--- config.mk ---
export PLATFORM = sky130hd
export DESIGN_NAME = master_control
export DESIGN_NICKNAME = d
export VERILOG_FILES = /design/src/rtl/master_control.sv
export SDC_FILE = /design/constraint.sdc
export NUM_CORES = 1
export LEC_CHECK = 0
export ABC_AREA = 1
export CORE_MARGIN = 10
export CORE_UTILIZATION = 45
export DETAILED_ROUTE_END_ITERATION = 10
export PLACE_DENSITY = 0.62
export RECOVER_POWER = 100
export SLEW_MARGIN = 20
export SYNTH_ARGS = -nofsm -noshare
export SYNTH_HDL_FRONTEND = slang
export SYNTH_SLANG_ARGS = --single-unit
--- constraint.sdc ---
create_clock -name clk -period 1.9 [get_ports clk]
set_input_delay 0.475 -clock clk [delete_from_list [all_inputs] [get_ports clk]]
set_output_delay 0.475 -clock clk [all_outputs]
set_load 0.05 [all_outputs]
--- src/rtl/master_control.sv ---
// Master side of the Chip2Chip request/ack/valid handshake: latches a switch
// value on a send pulse, requests the slave, shows a notice, then strobes valid.
module master_control #(
  parameter int CNT_MAX = 100_000_000
) (
  input  logic       clk,
  input  logic       rst,
  input  logic       send,
  input  logic [2:0] data_sw,
  input  logic       ack,
  output logic       request,
  output logic       valid,
  output logic [2:0] data_out,
  output logic       notice,
  output logic       busy
);

  localparam int CW = (CNT_MAX > 1) ? $clog2(CNT_MAX) : 1;
  localparam logic [CW-1:0] CNT_LAST = CW'(CNT_MAX - 1);

  typedef enum logic [1:0] {
    IDLE   = 2'd0,
    REQ    = 2'd1,
    NOTICE = 2'd2,
    SEND   = 2'd3
  } state_t;

  state_t        state, state_n;
  logic          ack_m, ack_s;
  logic [CW-1:0] cnt, cnt_n;
  logic          cnt_done;
  logic          request_n, valid_n, notice_n;
  logic [2:0]    data_n;

  // ack comes from the other board; only ack_s may steer the FSM
  always_ff @(posedge clk) begin
    if (rst) begin
      ack_m <= 1'b0;
      ack_s <= 1'b0;
    end else begin
      ack_m <= ack;
      ack_s <= ack_m;
    end
  end

  // state register, with the link outputs registered alongside it
  always_ff @(posedge clk) begin
    if (rst) begin
      state    <= IDLE;
      cnt      <= '0;
      request  <= 1'b0;
      valid    <= 1'b0;
      notice   <= 1'b0;
      data_out <= 3'b000;
    end else begin
      state    <= state_n;
      cnt      <= cnt_n;
      request  <= request_n;
      valid    <= valid_n;
      notice   <= notice_n;
      data_out <= data_n;
    end
  end

  assign cnt_done = (cnt == CNT_LAST);

  always_comb begin
    state_n = state;
    unique case (state)
      IDLE:    if (send)     state_n = REQ;
      REQ:     if (ack_s)    state_n = NOTICE;
      NOTICE:  if (cnt_done) state_n = SEND;
      SEND:    if (!ack_s)   state_n = IDLE;
      default:               state_n = IDLE;
    endcase
  end

  // next values of the registered outputs; request drops on ack so the slave
  // cannot re-trigger when it returns to waiting for a request
  always_comb begin
    request_n = 1'b0;
    valid_n   = 1'b0;
    notice_n  = 1'b0;
    cnt_n     = '0;
    data_n    = data_out;
    unique case (state)
      IDLE: begin
        if (send) begin
          request_n = 1'b1;
          data_n    = data_sw;
        end
      end
      REQ: begin
        request_n = !ack_s;
        notice_n  = ack_s;
      end
      NOTICE: begin
        notice_n = !cnt_done;
        valid_n  = cnt_done;
        cnt_n    = cnt_done ? '0 : cnt + 1'b1;
      end
      SEND: begin
        valid_n = ack_s;
      end
      default: ;
    endcase
  end

  assign busy = (state != IDLE);

endmodule

==> results.md <==
- Outcome: finished, final reports clean
- Synth unique cells: 25
- Final HPWL DP: 3330 µm
- PwrDens: 859 nW/µm²
- Port bufs: 13
- Total GRT Usage: 12.2%
- WHS Path Cells: 2
- Pre-CTS setup slack: 0.144 ns
- IO Pins: 14
- Largest net degree at the start of global routing: 28
- Critical path's most frequent cell: inv_1
- Pins Over Slew Limit: 0
- Postcts setup bufs: 0
- Vias in the first global route: 1,630
- Vias per std cell: 4.88
- Fmax: 560 MHz
- RSZ-0062 raised after global routing: false
- Fillers: 430
- Worst hold path type: reg2reg
- Layout Nets: 313
- Slowest CP cell: dfxtp_1
- Worst hold slack: 0.409 ns
- Setup WS post-layout: 0.115 ns
- Delay-heaviest family, CP: buffers and inverters
- Clock skew: 0.00317 ns
- Antenna Diode Count: 0
- Worst setup EP type: output port
- Maximum root-to-sink buffer count: 2
- GPL Wtd Cong: 0.883
- Initial antenna violation count: 0
- Inserted Clock Buffers: 5
- Area added between synthesis and finish: 12.5%
- Clk pin slew, worst setup/hold paths: 0.07 ns
- CP Launch Type: register
- Top cells by area, synth: dfxtp_1, nand2_1, nor2_1
- DRC: 0
- H-Tree Depth: 2
- Buf+Inv Stages, Crit Path: 3
- Syn Inst Count: 277
- Die area: 7300 µm²
- Crit-path max FO: 4
- CTS Sinks: 37
- GR Overflow Total: 0
- Initial Utilization: 47.2%
- Final Hold Viols: 0
- Skew-Pair Late Insertion Delay: 0.29 ns
- Routed via count: 1,712
- CP Cell Sequence: inv_1, ha_1, inv_1, buf_2
- Worst Path Required: 1.42 ns
- DRT Pass-1 Iters: 4
- Hold_buf cts: 0
- Mean Syn Cell Area: 6.96 µm²
- Root buf cell: clkbuf_8
- Sequential share of the synthesized area: 38.4%
- Worst reg2reg path depth: 8
- First-pass GRT wire length: 7270 µm
- Max-cap violation count: 0
- Resized Gates After CTS: 0
- Area of the multi-input gates: 1030 µm²
- Setup tns final: 0 ns
- Min Tclk post-route: 1.78 ns
- Routed wire length: 4360 µm
- Initial DRC Count: 103
- Post-route antenna net violation count: 0
- Layout cells sized above 1: 7.97%
- Worst-margin pin slew: 0.612 ns
- Die Height: 85.5 µm
- CP max stage delay: 0.39 ns
- Arr. time, crit path: 1.31 ns
- Reg area: 741 µm²
- Synth top area share: 38.4%
- WP depth: 4
- Finish-stage setup viols: 0
- Critical path class: reg2out
- P_leak: 0.716 nW
- Relative slew margins: 59.4%
- Synthesis Warnings: 0
- Site row count: 23
- Core area: 4090 µm²
- Die extent in x: 85.5 µm
- Wirelength per Cell: 12.4 µm
- CTS tree: done
- #FFs+latches synth: 37
- Synth area leader: dfxtp_1
- Peak supply drop: 0.483 mV
- Fin crit share: 93.9%
- Post-synthesis net count: 290
- Syn Std Cell Area: 1930 µm²
-- worst paths after layout --
kind	start	end	slack [ns]
setup / recovery	state[1]	busy	0.12
hold / removal	ack_m	ack_s	0.41
setup reg to reg	cnt[1]	cnt[14]	0.18
hold reg to reg	ack_m	ack_s	0.41
-- registers in the layout, summed over array words and instances, names as in the netlist --
| name | cells |
|---|---|
| notice | 1 |
| request | 1 |
| cnt | 27 |
| data_out | 3 |
| state | 2 |
| valid | 1 |
| ack_s | 1 |
| ack_m | 1 |
-- worst reg2reg max path, stage by stage (launching register included) --
cell,delay [ns]
dfxtp_1,0.40
ha_1,0.22
nand2_1,0.11
nor2_4,0.18
nand2_4,0.10
nor2_4,0.13
nand2_2,0.10
nand3_2,0.28
nor3_1,0.08
-- cell usage after synthesis --
master and number:
nand2_2 3, dfxtp_1 37, nand2_1 65, nand2_4 1, or2_2 1, nor2_2 2
buf_6 2, nand3_1 9, xor2_1 3, nor2_1 48, a21oi_1 20, nor3b_1 2
nand3b_1 4, ha_1 6, nand3_2 1, nand4_1 9, xnor2_1 3, nor3_4 1
o21ai_0 6, nand3_4 1, nor3_2 1, or2_0 1, nor2_4 3, inv_1 37
nor3_1 11
-- cells in the final DEF, fill, tap and decap left out --
cell type        netlist  routed
nand2_1               65      66
nor2_1                48      48
inv_1                 37      37
dfxtp_1               37      37
a21oi_1               20      20
nor3_1                11      11
nand4_1                9       9
nand3_1                9       9
clkbuf_1               0       9
o21ai_0                6       6
ha_1                   6       6
clkbuf_8               0       5
clkdlybuf4s50_1        0       5
nand3b_1               4       4
nor2_4                 3       3
xor2_1                 3       3
xnor2_1                3       3
nor2_2                 2       2
nand2_2                3       2
nand3_2                1       2
nor3b_1                2       2
clkinv_2               0       2
buf_4                  0       2
nand2_4                1       1
nand3_4                1       1
nor3_4                 1       1
or2_0                  1       1
nor3_2                 1       1
or2_2                  1       1
dlygate4sd3_1          0       1
buf_2                  0       1
-- kinds of logic after synthesis --
logic type	Yosys count	share of synthesized area, %
flops	37	38.4
fa+ha+maj	6	3.89
xor+xnor	6	2.73
compound gates	26	6.75
buf+inv	39	8.37
simple gates	163	39.8
-- area by class of cell --
cell class / count / area share, %
multi-input cells: 202 / 47.7
clock inverters: 2 / 0.462
flip-flops and latches: 37 / 34.2
repair buffers: 17 / 5.08
clock buffers: 6 / 3.35
inverters: 37 / 6.41
well taps: 50 / 2.89
-- per-layer routing --
layer | up-vias | share of wire, % | wire (µm) | GRT usage [%]
li1 | 924 | - | - | -
met1 | 764 | 51 | 2220 | 14.7
met2 | 17 | 43 | 1890 | 18.7
met3 | 7 | 4.2 | 182 | 4.30
met4 | 0 | 1.5 | 66 | 5.99
met5 | - | 0 | 0 | 0
-- metrics by stage --
step | cells | utilization [%] | power (mW) | area, µm²
floorplan | 277 | - | 1.25 | 1930
global placement | 342 | 52.0 | 1.42 | 2120
detailed placement | 342 | 52.0 | 1.42 | 2120
CTS | 350 | 54.0 | 1.94 | 2210
global route | 351 | 53.1 | 1.98 | 2170
finish | 351 | 53.1 | 1.86 | 2170
-- power breakdown --
part	switching [mW]	internal (mW)	total (mW)
combinational	0.351	0.124	0.475
clock	0.275	0.254	0.529
sequential	0.0304	0.829	0.859
Note: power is estimated with default switching activity, not from simulation.
